===== config.mk =====
export PLATFORM = sky130hd
export DESIGN_NAME = lock_release_seq
export DESIGN_NICKNAME = d
export VERILOG_FILES = /design/src/rtl/lora_tx_pkg.sv /design/src/rtl/lock_sync.sv /design/src/rtl/lock_release_seq.sv
export SDC_FILE = /design/constraint.sdc
export NUM_CORES = 1
export LEC_CHECK = 0
export ABC_AREA = 1
export CORE_MARGIN = 2
export CORE_UTILIZATION = 55
export CTS_CLUSTER_SIZE = 40
export DETAILED_ROUTE_END_ITERATION = 10
export GPL_TIMING_DRIVEN = 0
export PLACE_DENSITY = 0.71
export SYNTH_ARGS = -nofsm -noshare
export SYNTH_HDL_FRONTEND = slang
export SYNTH_HIERARCHICAL = 1
export SYNTH_SLANG_ARGS = --single-unit

===== constraint.sdc =====
create_clock -name clk -period 2.5 [get_ports clk]
set_input_delay 0.5 -clock clk [delete_from_list [all_inputs] [get_ports clk]]
set_output_delay 0.5 -clock clk [all_outputs]
set_load 0.05 [all_outputs]

===== src/rtl/lora_tx_pkg.sv =====
// Shared definitions for the LoRa TX clock-domain control blocks.
//   seq_state_t : state encoding of the lock-qualified release sequencer
//   LOSS_CNT_W  : width of the saturating lock-loss counter
//   sat_inc     : saturating increment for LOSS_CNT_W-wide counters
package lora_tx_pkg;

  typedef enum logic [1:0] {
    ST_WAIT_LOCK = 2'd0,
    ST_SETTLE    = 2'd1,
    ST_RELEASE   = 2'd2,
    ST_RUN       = 2'd3
  } seq_state_t;

  localparam int LOSS_CNT_W = 8;

  function automatic logic [LOSS_CNT_W-1:0] sat_inc(input logic [LOSS_CNT_W-1:0] v);
    return (&v) ? v : v + 1'b1;
  endfunction

endpackage


===== src/rtl/lock_sync.sv =====
// Multi-flop synchroniser for a single asynchronous status bit (PLL lock
// and similar). All flops reset to 0, so the synchronised output reads
// "not locked" until the input has been seen for SYNC_STAGES edges.
//   clk    : destination clock
//   rst    : asynchronous active-high reset
//   d_i    : asynchronous input bit
//   q_o    : synchronised output, SYNC_STAGES edges behind d_i
module lock_sync #(
  parameter int SYNC_STAGES = 2
) (
  input  logic clk,
  input  logic rst,
  input  logic d_i,
  output logic q_o
);

  logic [SYNC_STAGES-1:0] sync_q;

  always_ff @(posedge clk or posedge rst) begin
    if (rst) begin
      sync_q <= '0;
    end else begin
      sync_q <= {sync_q[SYNC_STAGES-2:0], d_i};
    end
  end

  assign q_o = sync_q[SYNC_STAGES-1];

endmodule


===== src/rtl/lock_release_seq.sv =====
// Lock-qualified reset-release sequencer. Waits for synchronised PLL lock to
// be stable for SETTLE_CYCLES, then releases NUM_STAGES domains one per
// STAGE_GAP cycles. Any loss of lock after WAIT_LOCK restarts the sequence.
//   clk         : single clock
//   rst         : asynchronous active-high reset
//   clkLock     : raw PLL lock, asynchronous to clk
//   stageDone   : per-domain release, set in ascending order, cleared together
//   allDone     : every stageDone bit set
//   lockLost    : one-cycle pulse on lock loss outside WAIT_LOCK
//   lockTimeout : no lock for TIMEOUT_CYCLES while in WAIT_LOCK
//   lossCount   : saturating count of lock losses
//
// state        | meaning
// WAIT_LOCK    | all stages held, timeout counter running
// SETTLE       | lock seen, counting stable cycles before stage 0
// RELEASE      | releasing stages 1..NUM_STAGES-1 every STAGE_GAP cycles
// RUN          | all stages released, holding
module lock_release_seq
  import lora_tx_pkg::*;
#(
  parameter int NUM_STAGES     = 4,
  parameter int SETTLE_CYCLES  = 51,
  parameter int STAGE_GAP      = 16,
  parameter int TIMEOUT_CYCLES = 1_000_000,
  parameter int CNT_W          = 20,
  parameter int SYNC_STAGES    = 2
) (
  input  logic                  clk,
  input  logic                  rst,
  input  logic                  clkLock,
  output logic [NUM_STAGES-1:0] stageDone,
  output logic                  allDone,
  output logic                  lockLost,
  output logic                  lockTimeout,
  output logic [LOSS_CNT_W-1:0] lossCount
);

  localparam int IDX_W = (NUM_STAGES > 1) ? $clog2(NUM_STAGES) : 1;

  localparam logic [CNT_W-1:0] SETTLE_LAST = CNT_W'(SETTLE_CYCLES - 1);
  localparam logic [CNT_W-1:0] GAP_LAST    = CNT_W'(STAGE_GAP - 1);
  localparam logic [CNT_W-1:0] TOUT        = CNT_W'(TIMEOUT_CYCLES);
  localparam logic [CNT_W-1:0] TOUT_M1     = CNT_W'(TIMEOUT_CYCLES - 1);
  localparam logic [IDX_W-1:0] IDX_FIRST   = IDX_W'(1);
  localparam logic [IDX_W-1:0] IDX_LAST    = IDX_W'(NUM_STAGES - 1);

  logic lock_s;

  seq_state_t            state_q;
  logic [CNT_W-1:0]      cnt_q;
  logic [CNT_W-1:0]      tcnt_q;
  logic [IDX_W-1:0]      idx_q;
  logic [NUM_STAGES-1:0] stageDone_q;
  logic                  allDone_q;
  logic                  lockLost_q;
  logic                  lockTimeout_q;
  logic [LOSS_CNT_W-1:0] lossCount_q;

  lock_sync #(
    .SYNC_STAGES(SYNC_STAGES)
  ) u_lock_sync (
    .clk (clk),
    .rst (rst),
    .d_i (clkLock),
    .q_o (lock_s)
  );

  always_ff @(posedge clk or posedge rst) begin
    if (rst) begin
      state_q       <= ST_WAIT_LOCK;
      cnt_q         <= '0;
      tcnt_q        <= '0;
      idx_q         <= IDX_FIRST;
      stageDone_q   <= '0;
      allDone_q     <= 1'b0;
      lockLost_q    <= 1'b0;
      lockTimeout_q <= 1'b0;
      lossCount_q   <= '0;
    end else begin
      lockLost_q <= 1'b0;
      if (state_q != ST_WAIT_LOCK && !lock_s) begin
        // Loss wins over any release due on this edge.
        state_q     <= ST_WAIT_LOCK;
        stageDone_q <= '0;
        allDone_q   <= 1'b0;
        cnt_q       <= '0;
        tcnt_q      <= '0;
        idx_q       <= IDX_FIRST;
        lockLost_q  <= 1'b1;
        lossCount_q <= sat_inc(lossCount_q);
      end else begin
        case (state_q)
          ST_WAIT_LOCK: begin
            stageDone_q <= '0;
            allDone_q   <= 1'b0;
            cnt_q       <= '0;
            idx_q       <= IDX_FIRST;
            if (lock_s) begin
              state_q       <= ST_SETTLE;
              tcnt_q        <= '0;
              lockTimeout_q <= 1'b0;
            end else begin
              if (tcnt_q != TOUT) begin
                tcnt_q <= tcnt_q + 1'b1;
              end
              // Registered flag tracks the value tcnt takes on this edge.
              lockTimeout_q <= (tcnt_q >= TOUT_M1);
            end
          end
          ST_SETTLE: begin
            if (cnt_q == SETTLE_LAST) begin
              stageDone_q[0] <= 1'b1;
              cnt_q          <= '0;
              idx_q          <= IDX_FIRST;
              if (NUM_STAGES == 1) begin
                state_q   <= ST_RUN;
                allDone_q <= 1'b1;
              end else begin
                state_q <= ST_RELEASE;
              end
            end else begin
              cnt_q <= cnt_q + 1'b1;
            end
          end
          ST_RELEASE: begin
            if (cnt_q == GAP_LAST) begin
              stageDone_q[idx_q] <= 1'b1;
              cnt_q              <= '0;
              if (idx_q == IDX_LAST) begin
                state_q   <= ST_RUN;
                allDone_q <= 1'b1;
              end else begin
                idx_q <= idx_q + 1'b1;
              end
            end else begin
              cnt_q <= cnt_q + 1'b1;
            end
          end
          ST_RUN: begin
            state_q <= ST_RUN;
          end
          default: begin
            state_q <= ST_WAIT_LOCK;
          end
        endcase
      end
    end
  end

  assign stageDone   = stageDone_q;
  assign allDone     = allDone_q;
  assign lockLost    = lockLost_q;
  assign lockTimeout = lockTimeout_q;
  assign lossCount   = lossCount_q;

endmodule


==> results of run 1 <==
## power by group through the flow
| stage | registers, W | logic [W] | clock network [W] |
|---|---|---|---|
| 4_1_cts | 0.00124 | 0.00184 | 0.000830 |
| 5_1_grt | 0.00126 | 0.00201 | 0.000871 |
| 2_1_floorplan | 0.00147 | 0.00116 | 0 |
| 6_report | 0.00124 | 0.00182 | 0.000811 |
| 3_3_place_gp | 0.00126 | 0.00181 | 0 |
| 3_5_place_dp | 0.00126 | 0.00184 | 0 |
## final cells by class
class | count | area share [%]
buffer | 7 | 1.992
clock buffer | 12 | 3.479
clock inverter | 4 | 0.5051
inverter | 71 | 6.201
multi-input combinational | 377 | 46.60
sequential | 61 | 34.26
tap | 96 | 2.694
timing repair buffer | 18 | 4.265
## routing by layer
metal | GRT usage [%] | routed length, um | vias to the layer above
met5 | 0 | 0 | -
met4 | 8.955 | 164 | 0
met3 | 4.709 | 299 | 17
met2 | 40.30 | 4169 | 75
met1 | 29.57 | 3864 | 1578
li1 | - | - | 1717
## synthesized netlist by cell type (6+ instances only)
master / instances / area [um2]
nand3_1: 36 / 180.2
nand4_1: 18 / 112.6
nand2_1: 133 / 499.2
nor2_1: 51 / 191.4
a21oi_1: 16 / 80.08
dfrtp_1: 60 / 1501
ha_1: 13 / 162.7
xor2_1: 9 / 78.83
nand2_2: 6 / 37.54
a21oi_2: 14 / 122.6
o21ai_0: 12 / 60.06
nor3_1: 11 / 55.05
inv_1: 63 / 236.5
nor2_2: 12 / 75.07
o21ai_2: 6 / 52.55
xnor2_1: 8 / 70.07
## state kept, by name (all words and copies together) (netlist names)
name	count
stageDone	4
lockLost	1
cnt_q	20
lockTimeout	1
u_lock_sync/sync_q	2
state_q	2
idx_q	2
tcnt_q	20
allDone	1
lossCount	8
## metrics by stage
stage / TNS [ps] / util [%] / power (W) / setup WS, ps
2_1_floorplan: 0 / - / 0.002634 / 545.3
3_5_place_dp: 0 / 61.99 / 0.003099 / 526.1
4_1_cts: 0 / 64.57 / 0.003916 / 386.4
6_report: 0 / 64.57 / 0.003879 / 397.4
5_1_grt: 0 / 64.57 / 0.004145 / 339.5
3_3_place_gp: -34990 / 61.70 / 0.003066 / -604.4
## cells by family (layout without fill, tap and decap cells)
kind of cell	Yosys count	in the layout	synth area share (%)
buffers and inverters	78	112	9.199
AOI/OAI and AO/OA	60	60	9.925
DFF	61	61	38.47
xor gates and xnor gates	17	17	3.749
adders and majority gates	13	13	4.096
and+or+nand+nor	287	287	34.56
## path summary, 6_finish.rpt
kind / to / slack (ps) / cells past startpoint
hold / removal: u_lock_sync/sync_q[0]$_DFF_PP0_ / 340 / 2
max in group asynchronous: idx_q[0]$_DFFE_PP1P_ / 1340 / 3
min in group clk: u_lock_sync/sync_q[1]$_DFF_PP0_ / 360 / 0
hold reg to reg: u_lock_sync/sync_q[1]$_DFF_PP0_ / 360 / 0
setup reg to reg: cnt_q[2]$_DFFE_PP0P_ / 510 / 12
setup / recovery: lossCount[3] / 400 / 1
==> metrics.txt, run 1 <==
Pins Over Slew Limit 0; CP delay by family, top buffers and inverters; sw power around 0.0018 W; Num Clock Sinks slightly above 60; DR pass1 iterations 4; RSZ-0062 raised after global routing false; DRC violations left 0; required time of the critical path around 2000 ps; MaxCap Viol Count 0; #FFs+latches synth a little over 60; Async SR Flop Fraction 100.0%; post-CTS setup buffer count 0; CTS tree built; worst path cell trace clkdlybuf4s50_1; sequential-to-total area share from yosys stat between 30% and 40%; CP startpoint lossCount[3]$_DFFE_PP0P_; most common cell after layout, fill and taps aside nand2_1; PortBufs 17; Clock Skew about 12 ps; Setup CP Type reg -> out; Starting DRT DRC Count 149; post-cts hold buffer count 0; fin crit period 2103 ps; Clock Latency Late Sink about 340 ps; Num CTS Buffers 9; Syn. warnings 6; Synth Cell Area just under 0.004 mm2; P_int between 0.002 and 0.0025 W; gr usage total 23.57%; Post-Route Hold Slack between 300 and 400 ps; fillers between 600 and 700; Sequential Power Share between 30% and 40%; Clk pwr share around a fifth; H-tree Lvls 3; Leak slightly below 2 nW; buffers plus inverters on the worst setup path 1; fmax ~0.48 GHz; setup violators final 0; vias in the first global route between 3000 and 4000; Mapped Nets 532; class of the worst hold path in -> async; endpoints failing hold 0; Routed Antenna Nets 0; commonest non-fill, non-tap cells in the layout 133 x nand2_1, 62 x inv_1, 60 x dfrtp_1; Core Area around 0.0069 mm2; Layout Cells excl Fill roughly 650; Die Wd around 89 um; VDD IR max around 0.00075 V; clk root buf clkbuf_8; initial core utilization 57.50%; total gr overflow 0; Multi-input gate area just over 0.002 mm2; Tcrit/Tclk final between 80% and 90%; DIE AREA between 0.007 and 0.008 mm2; Rel. slew slack roughly two thirds; Worst path slowest cell clkdlybuf4s50_1; status finished clean; Top-Level Pins 18; Resize count post-CTS 0; fin nets approximately 560; first-pass GRT wire length 14510 um; Sw Ratio between 40% and 50%; P&R area growth vs syn 12.29%; WL per Instance between 10 and 15 um; register area ~0.0015 mm2; CP max FO 5; clk buf depth 2; post-route cell area around 0.0045 mm2; FP Rows 30; Pwr per Cell Area between 800 and 900 mW/mm2; DR vias around 3400; Cell Count Post-Placement between 600 and 700; Crit. End Element output pin; Critical Path AT roughly 1600 ps; largest net degree at the start of global routing 38; Final HPWL DP just over 6000 um; dpl cell area ~0.0043 mm2; Clock transition at path regs around 80 ps; predominant post-synthesis flop cell dfrtp_1; antenna violations before repair 0; Tightest Pin Transition 509.0 ps; via density per instance approximately 5.2; RR Startpoint state_q[0]$_DFFE_PP0P_; Gate power share 47.1%; critical path launch point type flip-flop; Routability Congestion just over 0.9; # diodes 0; syn avg cell area just under 8 um2; chip height slightly below 90 um; Post-Route WL approximately 8500 um; CP peak stage delay between 800 and 900 ps; layout cells sized above 1 between 15 and 20%; Post-synth EDFFs 0; Cells after Synth 516; unique cell type count in the Yosys netlist 37
Power figures use the tool's default switching activity.
==> inputs of run 2 (changes only) <==
- clock period: 2.5 -> 2.1 ns (I/O delays scaled with it)
==> metrics.txt, run 2 (synthesized netlist as in run 1, its figures left out) <==
dpl cell area 0.004282 mm2; Core Area between 0.006 and 0.007 mm2; fin util about two thirds; CTS tree built; buffers plus inverters on the worst setup path 1; P&R area growth vs syn 12.70%; DIE AREA 0.007917 mm2; WL per Instance around 13 um; Post-Route WL 8524 um; PortBufs 17; chip height slightly below 90 um; fmax 0.4951 GHz; Die Wd 88.98 um; reg2reg path depth 12; CP delay by family, top buffers and inverters; worst path cell trace clkdlybuf4s50_1; class of the worst hold path in -> async; Final HPWL DP a little over 6000 um; DR top layer met4; Routed Antenna Nets 0; Crit. End Element output pin; VDD IR max around 0.00090 V; Top-Level Pins 18; Levels on crit path 1; clk root buf clkbuf_8; Setup CP Type reg -> out; FP Rows 30; DR pass1 iterations 5; Pwr per Cell Area approximately 1000 mW/mm2; Detail Route met2 WL between 4000 and 5000 um; largest net degree at the start of global routing 38; Tcrit/Tclk final around 96%; post-route cell area about 0.0045 mm2; Leak 1.997 nW; endpoints failing hold 0; metal3 WL between 300 and 400 um; Routability Congestion ~0.9; setup_tns 0 ps; # diodes 0; Critical Path AT around 1600 ps; critical path launch point type flip-flop; vias in the first global route 3259; total power between 0.004 and 0.005 W; MaxCap Viol Count 0; Num Clock Sinks between 60 and 70; DRC violations left 0; Starting DRT DRC Count about 190; commonest non-fill, non-tap cells in the layout 133 x nand2_1, 62 x inv_1, 59 x dfrtp_1; Rel. slew slack approximately 66%; CP max FO 5; M1 WL 3794 um; fin crit period 2020 ps; H-tree Lvls 3; Clock Skew 13.71 ps; status finished clean; Num CTS Buffers 9; Clock Latency Late Sink 340 ps; Tightest Pin Transition 508.1 ps; first-pass GRT wire length ~15000 um; required time of the critical path 1680 ps; Pins Over Slew Limit 0; antenna violations before repair 0; Worst path slowest cell clkdlybuf4s50_1; DR vias 3402; total gr overflow 0; fin nets ~560; via density per instance 5.250; Clock transition at path regs ~80 ps; initial core utilization a little under three fifths; fillers about 650; CP peak stage delay about 840 ps; clk buf depth 2; setup violators final 0; layout cells sized above 1 16.67%; most common cell after layout, fill and taps aside nand2_1; gr usage total 23.57%
-- run 2: cell types whose count changed in the layout (fill, tap and decap cells not counted), sizes merged --
| cell | previous run | this run |
|---|---|---|
| buf | 8 | 10 |
-- run 2: final cells by class --
cell class | count | area, um2 | area share (%)
multi-input cells | 377 | 2078 | 46.44
flip-flops and latches | 61 | 1529 | 34.16
inverters | 71 | 276.5 | 6.178
repair buffers | 20 | 205.2 | 4.585
clock buffers | 12 | 155.1 | 3.467
well taps | 96 | 120.1 | 2.684
plain buffers | 7 | 88.84 | 1.985
clock inverters | 4 | 22.52 | 0.5032
-- run 2: path summary, 6_finish.rpt --
check	start	end	slack (ps)
max	lossCount[3]$_DFFE_PP0P_	lossCount[3]	80
min	rst	u_lock_sync/sync_q[0]$_DFF_PP0_	260
max reg2reg	state_q[0]$_DFFE_PP0P_	cnt_q[2]$_DFFE_PP0P_	130
min reg2reg	u_lock_sync/sync_q[0]$_DFF_PP0_	u_lock_sync/sync_q[1]$_DFF_PP0_	360
max in group asynchronous	rst	idx_q[0]$_DFFE_PP1P_	1020
min in group clk	u_lock_sync/sync_q[0]$_DFF_PP0_	u_lock_sync/sync_q[1]$_DFF_PP0_	360
-- run 2: report_power, final --
group          leakage [nW]  internal, W  switching (W)
Sequential            0.826      0.00134       0.000144
Combinational          1.08     0.000707        0.00150
Clock                0.0921     0.000487       0.000478
-- run 2: what timing repair did --
action | 4_1_cts | 5_1_grt
gates resized for setup | 0 | 1
hold endpoints to repair | 0 | 0
setup buffers | 0 | 2
hold buffers | 0 | 0
setup endpoints to repair | 0 | 8
-- run 2: stage by stage --
stage / cells / hold WS, ps / worst slack (ps)
after floorplan: 516 / 161.2 / 225.3
after global placement: 629 / 337.4 / -924.4
after detailed placement: 630 / 344.3 / 126.1
after CTS: 646 / 254.9 / 66.40
after global routing: 648 / 271.2 / -6.967
final: 648 / 260.8 / 80.11
-- run 2: layer usage --
layer / vias up / track usage (%)
met5: - / 0
met4: 0 / 8.955
met3: 14 / 4.709
met2: 76 / 40.30
met1: 1593 / 29.57
li1: 1719 / -
